===== src/rtl/wm_pkg.sv =====
// Shared washing-machine encodings: panel mode codes and door switch levels.
// Used by the panel conditioner and washing_machine_top alike; no backpressure anywhere.
package wm_pkg;

   typedef enum logic [1:0] {
      MODE_NORMAL     = 2'd0,
      MODE_DELICATE   = 2'd1,
      MODE_HEAVY      = 2'd2,
      MODE_RINSE_ONLY = 2'd3
   } mode_e;

   localparam logic DOOR_CLOSED = 1'b1;
   localparam logic DOOR_OPEN   = 1'b0;

   // Mode button steps through the four programs and wraps RINSE_ONLY back to NORMAL.
   function automatic logic [1:0] mode_next(input logic [1:0] cur);
      mode_e nxt;
      case (cur)
         MODE_NORMAL:   nxt = MODE_DELICATE;
         MODE_DELICATE: nxt = MODE_HEAVY;
         MODE_HEAVY:    nxt = MODE_RINSE_ONLY;
         default:       nxt = MODE_NORMAL;
      endcase
      return nxt;
   endfunction

endpackage


===== src/rtl/wm_debounce.sv =====
// Synchronizer plus debounce filter for one raw panel level; stable moves SYNC_STAGES+DEBOUNCE_CYCLES
// edges after the raw change, rise/fall are one-cycle pulses on the flip edge; no backpressure.
module wm_debounce #(
   parameter int SYNC_STAGES     = 2,
   parameter int DEBOUNCE_CYCLES = 16
) (
   input  logic clk,
   input  logic reset,
   input  logic raw,
   output logic stable,
   output logic rise,
   output logic fall
);
   import wm_pkg::*;

   localparam int             CW       = $clog2(DEBOUNCE_CYCLES + 1);
   localparam logic [CW-1:0]  CNT_LAST = CW'(DEBOUNCE_CYCLES - 1);

   logic [SYNC_STAGES-1:0] sync_q;
   logic [CW-1:0]          cnt;
   logic                   synced;

   assign synced = sync_q[SYNC_STAGES-1];

   always_ff @(posedge clk or posedge reset) begin
      if (reset) begin
         sync_q <= '0;
         cnt    <= '0;
         stable <= 1'b0;
         rise   <= 1'b0;
         fall   <= 1'b0;
      end else begin
         sync_q <= {sync_q[SYNC_STAGES-2:0], raw};
         rise   <= 1'b0;
         fall   <= 1'b0;
         // Any matching sample restarts the count, so short glitches never accumulate.
         if (synced != stable) begin
            if (cnt == CNT_LAST) begin
               stable <= synced;
               cnt    <= '0;
               rise   <= synced;
               fall   <= ~synced;
            end else begin
               cnt <= cnt + CW'(1);
            end
         end else begin
            cnt <= '0;
         end
      end
   end

endmodule


===== src/rtl/wm_panel_input.sv =====
// Front-panel conditioner: debounced start pulse, mode selection, door level, lock drive and door fault.
// Start/mode act SYNC_STAGES+DEBOUNCE_CYCLES+1 edges after a raw press; all outputs registered; no backpressure.
module wm_panel_input #(
   parameter int SYNC_STAGES      = 2,
   parameter int DEBOUNCE_CYCLES  = 16,
   parameter int LOCK_HOLD_CYCLES = 8
) (
   input  logic       clk,
   input  logic       reset,
   input  logic       btn_start_raw,
   input  logic       btn_mode_raw,
   input  logic       door_raw,
   input  logic       cycle_active,
   output logic       start_pause,
   output logic [1:0] mode_select,
   output logic       door_sensor,
   output logic       door_lock,
   output logic       door_fault
);
   import wm_pkg::*;

   localparam int            HW        = $clog2(LOCK_HOLD_CYCLES + 1);
   localparam logic [HW-1:0] HOLD_LOAD = HW'(LOCK_HOLD_CYCLES);

   logic start_rise;
   logic mode_rise;
   logic door_stable;
   logic door_fall;
   logic start_stable_unused;
   logic start_fall_unused;
   logic mode_stable_unused;
   logic mode_fall_unused;
   logic door_rise_unused;

   logic          cycle_active_q;
   logic [HW-1:0] hold;
   logic [HW-1:0] hold_nxt;

   wm_debounce #(
      .SYNC_STAGES    (SYNC_STAGES),
      .DEBOUNCE_CYCLES(DEBOUNCE_CYCLES)
   ) u_db_start (
      .clk   (clk),
      .reset (reset),
      .raw   (btn_start_raw),
      .stable(start_stable_unused),
      .rise  (start_rise),
      .fall  (start_fall_unused)
   );

   wm_debounce #(
      .SYNC_STAGES    (SYNC_STAGES),
      .DEBOUNCE_CYCLES(DEBOUNCE_CYCLES)
   ) u_db_mode (
      .clk   (clk),
      .reset (reset),
      .raw   (btn_mode_raw),
      .stable(mode_stable_unused),
      .rise  (mode_rise),
      .fall  (mode_fall_unused)
   );

   wm_debounce #(
      .SYNC_STAGES    (SYNC_STAGES),
      .DEBOUNCE_CYCLES(DEBOUNCE_CYCLES)
   ) u_db_door (
      .clk   (clk),
      .reset (reset),
      .raw   (door_raw),
      .stable(door_stable),
      .rise  (door_rise_unused),
      .fall  (door_fall)
   );

   // The debouncer's stable level is already a flop, so the door level is passed straight out.
   assign door_sensor = door_stable;

   always_comb begin
      hold_nxt = hold;
      if (cycle_active) begin
         hold_nxt = '0;
      end else if (cycle_active_q) begin
         hold_nxt = HOLD_LOAD;
      end else if (hold != '0) begin
         hold_nxt = hold - HW'(1);
      end
   end

   always_ff @(posedge clk or posedge reset) begin
      if (reset) begin
         cycle_active_q <= 1'b0;
         hold           <= '0;
         door_lock      <= 1'b0;
         start_pause    <= 1'b0;
         mode_select    <= MODE_NORMAL;
         door_fault     <= 1'b0;
      end else begin
         cycle_active_q <= cycle_active;
         hold           <= hold_nxt;
         // Lock follows the next hold value so it releases exactly LOCK_HOLD_CYCLES+1 edges after the drop.
         door_lock      <= cycle_active | (hold_nxt != '0);
         start_pause    <= start_rise;
         if (mode_rise && !cycle_active) begin
            mode_select <= mode_next(mode_select);
         end
         if (door_fall && door_lock) begin
            door_fault <= 1'b1;
         end else if (start_rise && (door_sensor == DOOR_CLOSED) && !cycle_active) begin
            door_fault <= 1'b0;
         end
      end
   end

endmodule

===== config.mk =====
export PLATFORM = sky130hd
export DESIGN_NAME = wm_panel_input
export DESIGN_NICKNAME = d
export VERILOG_FILES = /design/src/rtl/wm_pkg.sv /design/src/rtl/wm_debounce.sv /design/src/rtl/wm_panel_input.sv
export SDC_FILE = /design/constraint.sdc
export NUM_CORES = 1
export LEC_CHECK = 0
export ABC_AREA = 0
export BUFFER_PORTS_ARGS = -buffer_cell sky130_fd_sc_hd__buf_2
export CAP_MARGIN = 20
export CORE_MARGIN = 2
export CORE_UTILIZATION = 31
export CTS_CLUSTER_DIAMETER = 30
export DETAILED_ROUTE_END_ITERATION = 16
export PLACE_DENSITY = 0.55
export SYNTH_ARGS = -nofsm -noshare
export SYNTH_HDL_FRONTEND = slang
export SYNTH_SLANG_ARGS = --single-unit

===== constraint.sdc =====
create_clock -name clk -period 1.9 [get_ports clk]
set_input_delay 0.38 -clock clk [delete_from_list [all_inputs] [get_ports clk]]
set_output_delay 0.38 -clock clk [all_outputs]
set_load 0.01 [all_outputs]

# Word level (Yosys, flattened, before mapping)
# Index checks and enable logic that the tools add are counted.
[op_classes] n_mux=18 bitwise_logic=2 n_reduce_logical=12 addsub=4 eq_ne=8
[op_table] operator="$mux 5" n=6
[op_table] operator="$add 5x1->5 const B" n=3
[op_table] operator="$eq 5x4->1 const B" n=3
[op_table] operator="$mux 4" n=3
[op_table] operator="$mux 1" n=8
[op_table] operator="$reduce_bool 4->1" n=2
[op_table] operator="$pmux 2 s3" n=1
[op_table] operator="$reduce_and 2->1" n=3
[op_table] operator="$logic_and 1x1->1" n=4
[op_table] operator="$sub 4x1->4 const B" n=1
[op_table] operator="$ne 1x1->1" n=3
[op_table] operator="$eq 2x1->1 const B" n=1
[op_table] operator="$eq 2x2->1 const B" n=1
[op_table] operator="$logic_not 2->1" n=1
[op_table] operator="$reduce_bool 2->1" n=1
[op_table] operator="$logic_not 1->1" n=1
[op_table] operator="$not 1->1" n=1
[op_table] operator="$or 1x1->1" n=1
[word_totals] inputBits=6 regBits=37

# Logic depth before layout (Yosys ltp)
# Gate-level depths: netlist of the first run.
[logic_depth] depth_word=6 ltp_mapped=5

# Hierarchy
# From an unflattened synthesis of the first run, not the netlist that was laid out.
[hier_totals] hier_cells=130 hier_area_um2=1664.1
[by_module_without_submodules] mod="wm_debounce" area_each_um2=386.6 seq_area_each_um2=250.2 n_inst=3 cells_per_inst=27
[by_module_without_submodules] mod="wm_panel_input" area_each_um2=504.2 seq_area_each_um2=250.2 n_inst=1 cells_per_inst=49

# Worst setup path before layout of the first run
# OpenSTA, ideal clock, no wires.
[synth_timing] path_type="reg-to-reg" startpoint="register hold[0]" endpoint="register door_lock" synth_period_minus_slack_ps=1654 setup_ps=140 setup_slack_ps=246 t_arrival_ps=1514 required_time_ps=1760 n_path_buf=0 path_stages_with_launch=6 cell_sequence="dfrtp_1 > inv_1 > ha_1 > o41a_1 > a2111oi_2 > o211ai_1"
[synth_via] elab_chain_len=6 elab_cells_between_ends=7 cone_classes="1 x add/sub; 3 x mux; 1 x bitwise; 2 x reduce/logical"
[synth_rtl] element="start: declaration" line_no="wm_panel_input.sv:36" rtl="logic [HW-1:0] hold;"
[synth_rtl] element="start signal: assignment" line_no="wm_panel_input.sv:99" rtl="hold <= hold_nxt;"
[synth_rtl] element="$sub 4x1->4 / $reduce_bool 4->1 (equally long branches)" line_no="wm_panel_input.sv:85, wm_panel_input.sv:84"
[synth_rtl] element="$mux 4 (*)" line_no="wm_panel_input.sv:84" rtl="end else if (hold != '0) begin"
[synth_rtl] element="$mux 4 (*)" line_no="wm_panel_input.sv:82" rtl="end else if (cycle_active_q) begin"
[synth_rtl] element="$mux 4 (*)" line_no="wm_panel_input.sv:80" rtl="if (cycle_active) begin"
[synth_rtl] element="$reduce_bool 4->1 (*)" line_no="wm_panel_input.sv:101" rtl="door_lock <= cycle_active | (hold_nxt != '0);"
[synth_rtl] element="$or 1x1->1 (*)" line_no="wm_panel_input.sv:101"
[synth_rtl] element="end signal: assignment" line_no="wm_panel_input.sv:101"
[synth_rtl] element="end: declaration" line_no="wm_panel_input.sv:17" rtl="output logic door_lock,"
# Mark *: on every way between the ends. The rest lies on a longest branch, timed or not.
# A chain may end at the register's enable or synchronous reset.

# Worst setup path after layout of the first run
# Same ends and word-level chain as after synthesis.

==> key figures, run 1 <==
Worst setup path
  – Worst EP required: 2.05 ns
  – CP cell instances: inv_1 -> ha_1 -> o41a_1 -> a2111oi_4 -> o211ai_1
  – Biggest fanout along the worst timing path: 7
  – Sort of element at the end of the critical path: register
  – Highest cell delay on the worst timing path: roughly 0.44 ns
  – Slack of the worst reg-to-reg path: 0.11 ns
  – Critical register-to-register path endpoint: door_lock$_DFF_PP0_
  – Crit path buf inv count: 1
  – Cell class contributing the biggest share of worst-path delay: compound AO/OA/AOI/OAI gates
  – Logic depth of the worst register-to-register path: 5
  – CP arrival: around 1.9 ns
  – Crit start category: register
  – Type of the worst setup path: reg2reg
  – Library cell contributing the largest single delay on the critical path: sky130_fd_sc_hd__o41a_1
  – Reg2Reg Launch Point: hold[0]$_DFF_PP0_
  – Critical Path Stages: 5

Placed design
  – Total of buffers placed on input and output ports: 11
  – HPWL reported at the end of detailed placement: 1600 µm
  – RePlAce Congestion: 0.755

Timing
  – Worst relative slew slack: 65.5%
  – Period utilization: 94.3%
  – Endpoints failing hold: 0
  – Setup repair after global routing missed its margin: false
  – Total negative setup slack: 0 ns
  – Maximum achievable frequency: 0.558 GHz
  – Pin slew with the least headroom to its limit: 0.514 ns
  – Setup clock skew after layout: 0.00484 ns
  – Final hold slack: 0.197 ns
  – Min cycle time layout: 1.79 ns
  – Endpoints failing setup: 0
  – Max-slew violation count: 0

Floorplanning
  – Effective utilization at floorplan: 32.0%
  – Number of placement rows: 25
  – Die Outline Area: 5450 µm²
  – Die width: 73.9 µm
  – Placeable core region: between 4000 and 5000 µm²
  – Chip height: about 74 µm
  – Boundary pin count: 12

Detailed routing
  – Number of optimization iterations in the first detailed-route pass: 4
  – DRT antenna net count: 0
  – Number of violations reported at the end of detailed-routing iteration 0: 68
  – Via count: 944
  – Number of design rule violations left after detail routing: 0
  – Ratio of routed vias to standard cells: 4.54
  – Total length of routed wires: ~2300 µm
  – Routed length per instance: roughly 11 µm

Synthesis
  – Count of mapped cells out of synthesis: 121
  – Count of flip-flops with a built-in enable after synthesis: 0
  – Average cell area after synthesis: 12.5 µm²
  – Sequential element share of the synthesized area: 61.2%
  – Synthesized cell area: 1510 µm²
  – Register bit total from synthesis: 37
  – Top post-synthesis cells by area: sky130_fd_sc_hd__dfrtp_1 (61%), sky130_fd_sc_hd__ha_1 (5.8%), sky130_fd_sc_hd__xor2_1 (5.2%)
  – Asr flop ratio synth: 100%
  – Synth unique cells: 27
  – Number of nets produced by synthesis: 134
  – Main flop type after synthesis: sky130_fd_sc_hd__dfrtp_1
  – Share of the synthesized area in the top cell type: 61.2%
  – Number of warnings printed during yosys synthesis: 0
  – Dominant cell type by area after synthesis: sky130_fd_sc_hd__dfrtp_1

Cells and area
  – Layout net count: 153
  – Synth-to-layout area growth: 17.3%
  – Number of inserted diodes: 0
  – Share of final-layout standard cells stronger than drive strength 1: about a fifth

Power and ir drop
  – Power per cell area: 884 nW/µm²
  – Maximum vdd drop: around 0.00041 V
  – Static Leak: 0.878 nW

Global route
  – Global routing usage summed across all routing layers: a little over a tenth
  – Pin count of the biggest net entering global routing: 38
  – Number of antenna violations at the first check in global routing: 0
  – Leftover overflow at the end of global routing: 0
  – Vias in the first global route: approximately 1000
  – Wire length of the first global-routing pass: roughly 4400 µm

Clock tree
  – Sinks on the clock net: 37
  – Buffers inserted during post-CTS setup optimization: 0
  – Clock insertion delay at the later pin of the skew report: 0.28 ns
  – Number of buffers created by CTS: 5
  – Clock input transition at the sequential cells of the worst setup and hold paths: 0.07 ns
  – Max Buffers Root-to-Sink: 2
  – TritonCTS clock tree: built
  – CTS root buf: sky130_fd_sc_hd__clkbuf_8
  – CTS H-Tree Depth: 2

Worst hold path
  – Classification of the worst-slack hold path: in2async

Run
  – Number of max-capacitance violations reported: 0

Run status
  – Run status: completed
routing by layer:
| layer | vias to the layer above | global-route usage, % | share of wire (%) |
|---|---|---|---|
| met1 | 472 | 12.0 | 45 |
| li1 | 450 | - | - |
| met4 | 0 | 5.66 | 3.1 |
| met5 | - | 0 | 0 |
| met2 | 15 | 16.9 | 48 |
| met3 | 7 | 4.39 | 4.2 |
flip-flops by register name, summed over array words and instances, names as in the netlist:
register / flops
u_db_door.cnt: 5
u_db_mode.cnt: 5
u_db_start.cnt: 5
hold: 4
mode_select: 2
u_db_door.sync_q: 2
u_db_mode.sync_q: 2
u_db_start.sync_q: 2
cycle_active_q: 1
door_fault: 1
door_lock: 1
start_pause: 1
u_db_door.fall: 1
u_db_door.stable: 1
u_db_mode.rise: 1
u_db_mode.stable: 1
u_db_start.rise: 1
u_db_start.stable: 1
what timing repair did:
action,CTS,global route
hold buffers,0,0
hold endpoints to repair,0,0
gates resized for setup,0,2
endpoints found under the setup margin,0,1
worst max-delay path by stage:
stage | start | to | slack (ns)
2_1_floorplan | hold[0]$_DFF_PP0_ | door_lock$_DFF_PP0_ | 0.25
3_3_place_gp | hold[0]$_DFF_PP0_ | door_lock$_DFF_PP0_ | 0.21
5_1_grt | hold[0]$_DFF_PP0_ | door_lock$_DFF_PP0_ | 0.02
4_1_cts | hold[0]$_DFF_PP0_ | door_lock$_DFF_PP0_ | 0.07
6_report | hold[0]$_DFF_PP0_ | door_lock$_DFF_PP0_ | 0.11
3_5_place_dp | hold[0]$_DFF_PP0_ | door_lock$_DFF_PP0_ | 0.08
report_power, final:
part / switching (mW) / internal, mW / leakage [nW]
clock: 0.256 / 0.328 / 0.0542
combinational: 0.0754 / 0.0631 / 0.339
sequential: 0.0273 / 0.819 / 0.484
total: 0.359 / 1.21 / 0.878
synth_stat cells, types with 2 or more instances:
cell and number:
sky130_fd_sc_hd__and3_1 3, sky130_fd_sc_hd__nor4b_1 4, sky130_fd_sc_hd__dfrtp_1 37, sky130_fd_sc_hd__nand2b_1 2, sky130_fd_sc_hd__o31ai_1 2, sky130_fd_sc_hd__xor2_1 9
sky130_fd_sc_hd__nand3_1 7, sky130_fd_sc_hd__nand2_1 2, sky130_fd_sc_hd__o21ai_0 3, sky130_fd_sc_hd__ha_1 7, sky130_fd_sc_hd__inv_1 9, sky130_fd_sc_hd__nor2_1 15
sky130_fd_sc_hd__nand3b_1 2, sky130_fd_sc_hd__mux2_2 4, sky130_fd_sc_hd__and2_1 3
kinds of logic after synthesis:
group	after synthesis	share of synthesized area (%)
flip-flops	37	61.2
AO/OA/AOI/OAI	11	5.62
XOR/XNOR	9	5.21
AND/OR/NAND/NOR	42	15.3
adder cells (fa/ha/maj)	7	5.79
multiplexers	6	4.63
buffers and inverters	9	2.23
cell usage in the layout, fill, tap and decap left out, types with 3 or more instances in the layout:
cell type / n
sky130_fd_sc_hd__dfrtp_1: 36
sky130_fd_sc_hd__nor2_1: 15
sky130_fd_sc_hd__buf_2: 11
sky130_fd_sc_hd__xor2_1: 9
sky130_fd_sc_hd__inv_1: 9
sky130_fd_sc_hd__nand3_1: 7
sky130_fd_sc_hd__ha_1: 7
sky130_fd_sc_hd__clkbuf_8: 7
sky130_fd_sc_hd__nor4b_1: 4
sky130_fd_sc_hd__mux2_2: 4
sky130_fd_sc_hd__o21ai_0: 3
sky130_fd_sc_hd__and2_1: 3
sky130_fd_sc_hd__and3_1: 3
worst min-delay path, cell delays in order:
cell and delay [ns]:
sky130_fd_sc_hd__buf_2 0.09, sky130_fd_sc_hd__inv_1 0.04, sky130_fd_sc_hd__buf_4 0.39
through the flow:
step	setup WS [ns]	area [µm²]	utilization [%]	cells	total power, mW
2_1_floorplan	0.246	1510	-	121	0.957
3_3_place_gp	0.205	1660	35.1	200	0.983
5_1_grt	0.0188	1770	37.6	208	1.66
4_1_cts	0.0711	1760	37.3	208	1.59
6_report	0.108	1770	37.6	208	1.57
3_5_place_dp	0.0822	1660	35.1	200	0.994
final cells by class:
cell class,instances,area [µm²]
Sequential cell,37,927
Inverter,9,33.8
Clock buffer,7,96.3
Multi-Input combinational cell,75,566
Timing Repair Buffer,12,62.6
Fill cell,455,2950
Tap cell,67,83.8
Clock inverter,1,5.00
Power figures use the tool's default switching activity.
==> inputs of run 2 (changes only) <==
--- a/config.mk
+++ b/config.mk
@@ -9,10 +9,11 @@
 export BUFFER_PORTS_ARGS = -buffer_cell sky130_fd_sc_hd__buf_2
 export CAP_MARGIN = 20
 export CORE_MARGIN = 2
-export CORE_UTILIZATION = 31
+export CORE_UTILIZATION = 30
 export CTS_CLUSTER_DIAMETER = 30
 export DETAILED_ROUTE_END_ITERATION = 16
-export PLACE_DENSITY = 0.55
+export GPL_TIMING_DRIVEN = 0
+export PLACE_DENSITY = 0.54
 export SYNTH_ARGS = -nofsm -noshare
 export SYNTH_HDL_FRONTEND = slang
 export SYNTH_SLANG_ARGS = --single-unit
==> run 2 against run 1 <==
Via count shrank 3.6%. Clock-buffer cell count shrank 2. Cell count did not move. Sequential power barely moved. Critical path depth did not move. Die area increased by 3.2%. Utilization is 0.61 points higher. Register-to-register slack worse by 0.03 ns. Sequential share of layout area shrank 1.5 points. Largest power group unchanged.
==> key figures, run 2 (synthesis results as in run 1) <==
Cells and area
  – Layout net count: 153 (unchanged)
  – Non-filler cells, final: 208 (unchanged)
  – Area of all placed cells without fillers: 1830 µm² (+3.0%)
  – Commonest non-fill, non-tap cells in the layout: sky130_fd_sc_hd__dfrtp_1 (36), sky130_fd_sc_hd__nor2_1 (15), sky130_fd_sc_hd__buf_2 (11)
  – Commonest non-fill, non-tap cell in the layout: sky130_fd_sc_hd__dfrtp_1
  – Biggest registers after layout: u_db_door.cnt x5, u_db_mode.cnt x5, u_db_start.cnt x5
  – Synth-to-layout area growth: 20.8%
  – Share of final-layout standard cells stronger than drive strength 1: 20.6% (unchanged)
  – Number of inserted diodes: 0 (unchanged)

Floorplanning
  – Effective utilization at floorplan: 31.6% (-0.42 points)
  – Boundary pin count: 12 (unchanged)
  – Die Outline Area: 5630 µm² (+3.2%)
  – Die width: 75.0 µm (+1.6%)
  – Number of placement rows: 25 (unchanged)
  – Placeable core region: 4790 µm² (+1.3%)
  – Chip height: 75.0 µm (+1.6%)

Clock tree
  – Number of cells upsized or downsized after cts: 0 (unchanged)
  – Buffers inserted during post-CTS setup optimization: 0 (unchanged)
  – TritonCTS clock tree: built
  – Sinks on the clock net: 37 (unchanged)
  – Number of buffers created by CTS: 5 (unchanged)
  – Max Buffers Root-to-Sink: 2 (unchanged)
  – Clock insertion delay at the later pin of the skew report: 0.29 ns (about the same)
  – Quantity of hold-fixing buffers added after cts: 0 (unchanged)
  – Clock input transition at the sequential cells of the worst setup and hold paths: 0.08 ns (about the same)
  – CTS H-Tree Depth: 2 (unchanged)
  – CTS root buf: sky130_fd_sc_hd__clkbuf_8

Timing
  – Smallest setup slack after layout: 0.0786 ns (-0.0293 ns)
  – Endpoints failing setup: 0 (unchanged)
  – Endpoints failing hold: 0 (unchanged)
  – Final hold slack: 0.188 ns (-0.00867 ns)
  – Period utilization: 95.9% (+1.5 points)
  – Worst relative slew slack: 54.2% (-11 points)
  – Min cycle time layout: 1.82 ns (+0.0293 ns)
  – Max-slew violation count: 0 (unchanged)
  – Setup clock skew after layout: 0.00792 ns (+0.00308 ns)
  – Pin slew with the least headroom to its limit: 0.687 ns (+0.173 ns)
  – Maximum achievable frequency: 0.549 GHz (-1.6%)

Worst setup path
  – CP cell instances: inv_1 -> ha_1 -> o41a_1 -> a2111oi_4 -> o211ai_1
  – Worst EP required: 2.05 ns (about the same)
  – CP arrival: 1.97 ns (+0.03 ns)
  – Highest cell delay on the worst timing path: 0.45 ns (about the same)
  – Cell class contributing the biggest share of worst-path delay: compound AO/OA/AOI/OAI gates
  – Biggest fanout along the worst timing path: 7 (unchanged)
  – Library cell contributing the largest single delay on the critical path: sky130_fd_sc_hd__o41a_1
  – Crit start category: register
  – Sort of element at the end of the critical path: register
  – Crit path buf inv count: 1 (unchanged)
  – Type of the worst setup path: reg2reg

Global route
  – Most utilized layer in the global route result: met2
  – Vias in the first global route: 907 (-11%)
  – Wire length of the first global-routing pass: 4010 µm (-8.4%)
  – Number of antenna violations at the first check in global routing: 0 (unchanged)
  – Pin count of the biggest net entering global routing: 23 (-39%)
  – Met1 track demand over resource in global routing: 12.1% (+0.17 points)
  – Met2 Usage GRT: 14.5% (-2.3 points)
  – Global routing usage summed across all routing layers: 9.70% (-0.86 points)
  – GR Layer Usage met3: 3.61% (-0.78 points)
  – Leftover overflow at the end of global routing: 0 (unchanged)

Placed design
  – Total of buffers placed on input and output ports: 11 (unchanged)
  – RePlAce Congestion: 0.707 (-6.4%)
  – Instance area at placement: 1680 µm² (+1.2%)
  – HPWL reported at the end of detailed placement: 1690 µm (+5.3%)
  – Cell total after placement: 200 (unchanged)
  – Pre-CTS setup slack: 0.0483 ns (-0.0339 ns)

Power and ir drop
  – Power per cell area: 979 nW/µm² (+11%)
  – Design Power: 1.79 mW (+14%)
  – Static Leak: 0.899 nW (+2.5%)
  – Maximum vdd drop: 0.000428 V (+5.4%)

Detailed routing
  – Number of violations reported at the end of detailed-routing iteration 0: 28 (-59%)
  – Ratio of routed vias to standard cells: 4.38 (-3.6%)
  – DRT antenna net count: 0 (unchanged)
  – Number of design rule violations left after detail routing: 0 (unchanged)
  – Total length of routed wires: 2320 µm (+1.8%)
  – Number of optimization iterations in the first detailed-route pass: 2 (-2)
  – Routed length per instance: 11.2 µm (+1.8%)
  – Via count: 910 (-3.6%)

Worst hold path
  – Classification of the worst-slack hold path: in2async

Run
  – Number of max-capacitance violations reported: 0 (unchanged)

Run status
  – Run status: completed
run 2: metal layers:
layer	share of wire, %	vias up
li1	-	450
met3	4.5	10
met5	0	-
met1	49	433
met2	44	17
met4	3.0	0
run 2: final timing paths:
check | start | endpoint | slack, ns | cells past startpoint
min in group clk | btn_start_raw | u_db_start.sync_q[0]$_DFF_PP0_ | 0.20 | 1
hold / removal | reset | u_db_mode.cnt[0]$_DFF_PP0_ | 0.19 | 2
setup / recovery | hold[0]$_DFF_PP0_ | door_lock$_DFF_PP0_ | 0.08 | 5
hold reg to reg | u_db_mode.sync_q[0]$_DFF_PP0_ | u_db_mode.sync_q[1]$_DFF_PP0_ | 0.35 | 0
setup reg to reg | hold[0]$_DFF_PP0_ | door_lock$_DFF_PP0_ | 0.08 | 5
max in group asynchronous | reset | u_db_start.cnt[0]$_DFF_PP0_ | 1.18 | 3
run 2: cell type report:
type                    instances  area [µm²]
inverters                       9        33.8
clock buffers                   5        68.8
clock inverters                 3        65.1
fillers                       473        2960
repair buffers                 12        82.6
multi-input cells              75         566
well taps                      67        83.8
flip-flops and latches         37         927
run 2: worst register-to-register path, stage by stage (launching register included):
cell                        delay (ns)
sky130_fd_sc_hd__dfrtp_2          0.41
sky130_fd_sc_hd__inv_1            0.07
sky130_fd_sc_hd__ha_1             0.27
sky130_fd_sc_hd__o41a_1           0.45
sky130_fd_sc_hd__a2111oi_4        0.34
sky130_fd_sc_hd__o211ai_1         0.15
run 2: power breakdown:
part / internal, mW / switching [mW] / leakage [nW]
clock: 0.521 / 0.277 / 0.0681
sequential: 0.819 / 0.0279 / 0.484
combinational: 0.0674 / 0.0754 / 0.347
total: 1.41 / 0.380 / 0.899
run 2: stage by stage:
step / TNS, ns / util, %
2_1_floorplan: 0 / -
3_3_place_gp: 0 / 34.5
3_5_place_dp: 0 / 35.1
4_1_cts: 0 / 37.9
5_1_grt: -0.00993 / 38.2
6_report: 0 / 38.2
==> inputs of run 3 (changes only) <==
--- a/config.mk
+++ b/config.mk
@@ -6,8 +6,9 @@
 export NUM_CORES = 1
 export LEC_CHECK = 0
 export ABC_AREA = 0
-export BUFFER_PORTS_ARGS = -buffer_cell sky130_fd_sc_hd__buf_2
+export BUFFER_PORTS_ARGS = -buffer_cell sky130_fd_sc_hd__clkbuf_2
 export CAP_MARGIN = 20
+export CORE_ASPECT_RATIO = 0.7
 export CORE_MARGIN = 2
 export CORE_UTILIZATION = 30
 export CTS_CLUSTER_DIAMETER = 30
==> run 3 against run 2 <==
Utilization down 1.5 points. Highest routed layer unchanged. Clock skew fell by 0.0032 ns. Global-route usage rose by 0.27 points. Clock power shrank 37%. Sequential share of layout area rose by 1.8 points. Final area shrank 3.4%.
==> key figures, run 3 (synthesis results as in run 1) <==
Worst setup path
  – Cell class contributing the biggest share of worst-path delay: compound AO/OA/AOI/OAI gates
  – Sort of element at the end of the critical path: register
  – Worst EP required: 2.04 ns (about the same)
  – CP arrival: 1.93 ns (-0.04 ns)
  – Type of the worst setup path: reg2reg
  – Highest cell delay on the worst timing path: 0.41 ns (-0.04 ns)
  – Library cell contributing the largest single delay on the critical path: sky130_fd_sc_hd__dfrtp_2
  – Critical Path Stages: 5 (unchanged)
  – Crit path buf inv count: 1 (unchanged)
  – CP cell instances: inv_1 -> ha_1 -> o41a_1 -> a2111oi_2 -> o211ai_1
  – Biggest fanout along the worst timing path: 7 (unchanged)
  – Crit start category: register
  – Logic depth of the worst register-to-register path: 5 (unchanged)

Floorplanning
  – Die width: 88.9 µm (+18%)
  – Number of placement rows: 21 (-16%)
  – Effective utilization at floorplan: 31.5% (-0.15 points)
  – Die Outline Area: 5640 µm² (+0.16%)
  – Boundary pin count: 12 (unchanged)
  – Placeable core region: 4810 µm² (+0.47%)
  – Chip height: 63.4 µm (-15%)

Detailed routing
  – Ratio of routed vias to standard cells: 4.43 (+1.2%)
  – Number of optimization iterations in the first detailed-route pass: 3 (+1)
  – Via count: 930 (+2.2%)
  – Number of violations reported at the end of detailed-routing iteration 0: 18 (-36%)
  – Total length of routed wires: 2340 µm (+0.52%)
  – DRT antenna net count: 0 (unchanged)
  – Routed length per instance: 11.1 µm (-0.44%)
  – Number of design rule violations left after detail routing: 0 (unchanged)

Run
  – Number of max-capacitance violations reported: 0 (unchanged)

Timing
  – Worst relative slew slack: 59.4% (+5.3 points)
  – Smallest setup slack after layout: 0.113 ns (+0.0342 ns)
  – Endpoints failing hold: 0 (unchanged)
  – Setup clock skew after layout: 0.00476 ns (-0.00316 ns)
  – Period utilization: 94.1% (-1.8 points)
  – Maximum achievable frequency: 0.560 GHz (+1.9%)
  – Setup repair after global routing missed its margin: false
  – Pin slew with the least headroom to its limit: 0.608 ns (-0.0787 ns)
  – Endpoints failing setup: 0 (unchanged)
  – Final hold slack: 0.140 ns (-0.0483 ns)
  – Total negative setup slack: 0 ns (unchanged)
  – Max-slew violation count: 0 (unchanged)
  – Min cycle time layout: 1.79 ns (-0.0342 ns)

Cells and area
  – Biggest registers after layout: u_db_door.cnt x5, u_db_mode.cnt x5, u_db_start.cnt x5
  – Number of inserted diodes: 0 (unchanged)
  – Synth-to-layout area growth: 16.7%
  – Layout net count: 153 (unchanged)
  – Non-filler cells, final: 210 (+0.96%)
  – Share of final-layout standard cells stronger than drive strength 1: 19.9% (-0.71 points)
  – Area of all placed cells without fillers: 1770 µm² (-3.4%)
  – Post-layout utilization of the core: 36.7% (-1.5 points)
  – Commonest non-fill, non-tap cells in the layout: sky130_fd_sc_hd__dfrtp_1 (36), sky130_fd_sc_hd__nor2_1 (15), sky130_fd_sc_hd__clkbuf_2 (11)
  – Filler cell count in the final layout: 475 (+0.42%)
  – Commonest non-fill, non-tap cell in the layout: sky130_fd_sc_hd__dfrtp_1

Run status
  – Run status: completed

Placed design
  – HPWL reported at the end of detailed placement: 1780 µm (+5.5%)
  – Instance area at placement: 1680 µm² (+0.15%)
  – Pre-CTS setup slack: 0.0649 ns (+0.0166 ns)
  – Cell total after placement: 202 (+1.0%)
  – RePlAce Congestion: 0.711 (+0.54%)
  – Total of buffers placed on input and output ports: 11 (unchanged)

Global route
  – Vias in the first global route: 999 (+10%)
  – Pin count of the biggest net entering global routing: 25 (+8.7%)
  – Wire length of the first global-routing pass: 4220 µm (+5.2%)
  – Global routing usage summed across all routing layers: 9.97% (+0.27 points)
  – Number of antenna violations at the first check in global routing: 0 (unchanged)
  – Leftover overflow at the end of global routing: 0 (unchanged)

Clock tree
  – Sinks on the clock net: 37 (unchanged)
  – Number of buffers created by CTS: 5 (unchanged)
  – Clock insertion delay at the later pin of the skew report: 0.28 ns (about the same)
  – Max Buffers Root-to-Sink: 2 (unchanged)
  – TritonCTS clock tree: built
  – CTS H-Tree Depth: 2 (unchanged)
  – Clock input transition at the sequential cells of the worst setup and hold paths: 0.07 ns (about the same)
  – CTS root buf: sky130_fd_sc_hd__clkbuf_8

Power and ir drop
  – Power per cell area: 843 nW/µm² (-14%)
  – Static Leak: 0.873 nW (-3.0%)
  – Design Power: 1.49 mW (-17%)
  – Maximum vdd drop: 0.000371 V (-13%)

Worst hold path
  – Classification of the worst-slack hold path: in2async
[run 3: layout make-up]
class	instances	area, µm²	share of cell area [%]
clock buffer	6	72.6	4.11
timing repair buffer	12	82.6	4.68
multi-input combinational	75	553	31.3
tap	69	86.3	4.89
inverter	9	33.8	1.91
clock inverter	2	10.0	0.567
sequential	37	927	52.5
[run 3: repair_timing]
action,4_1_cts,5_1_grt
hold buffers,0,0
endpoints found under the setup margin,0,1
resized for setup,0,1
setup buffers,0,0
[run 3: worst paths after layout]
| path | end | slack [ns] | start |
|---|---|---|---|
| worst min register to register | u_db_start.sync_q[1]$_DFF_PP0_ | 0.36 | u_db_start.sync_q[0]$_DFF_PP0_ |
| worst max-delay path | door_lock$_DFF_PP0_ | 0.11 | hold[0]$_DFF_PP0_ |
| worst max register to register | door_lock$_DFF_PP0_ | 0.11 | hold[0]$_DFF_PP0_ |
| worst min-delay path | u_db_mode.sync_q[0]$_DFF_PP0_ | 0.14 | reset |
| max in group asynchronous | hold[0]$_DFF_PP0_ | 1.23 | reset |
| min in group clk | u_db_mode.sync_q[0]$_DFF_PP0_ | 0.20 | btn_mode_raw |
[run 3: where the power goes]
| part | leakage [nW] | switching [mW] | total (mW) | internal [mW] |
|---|---|---|---|---|
| clock network | 0.0450 | 0.251 | 0.505 | 0.254 |
| registers | 0.484 | 0.0284 | 0.848 | 0.819 |
| logic | 0.344 | 0.0705 | 0.136 | 0.0654 |
[run 3: metal layers]
metal	track usage, %	share of wire (%)
met2	16.2	46
met4	3.98	1.2
met3	4.46	6.3
met1	11.4	46
met5	0	0
[run 3: worst reg2reg max path: stages, from the launching register on]
cell	delay (ns)
sky130_fd_sc_hd__dfrtp_2	0.41
sky130_fd_sc_hd__inv_1	0.07
sky130_fd_sc_hd__ha_1	0.27
sky130_fd_sc_hd__o41a_1	0.40
sky130_fd_sc_hd__a2111oi_2	0.36
sky130_fd_sc_hd__o211ai_1	0.15
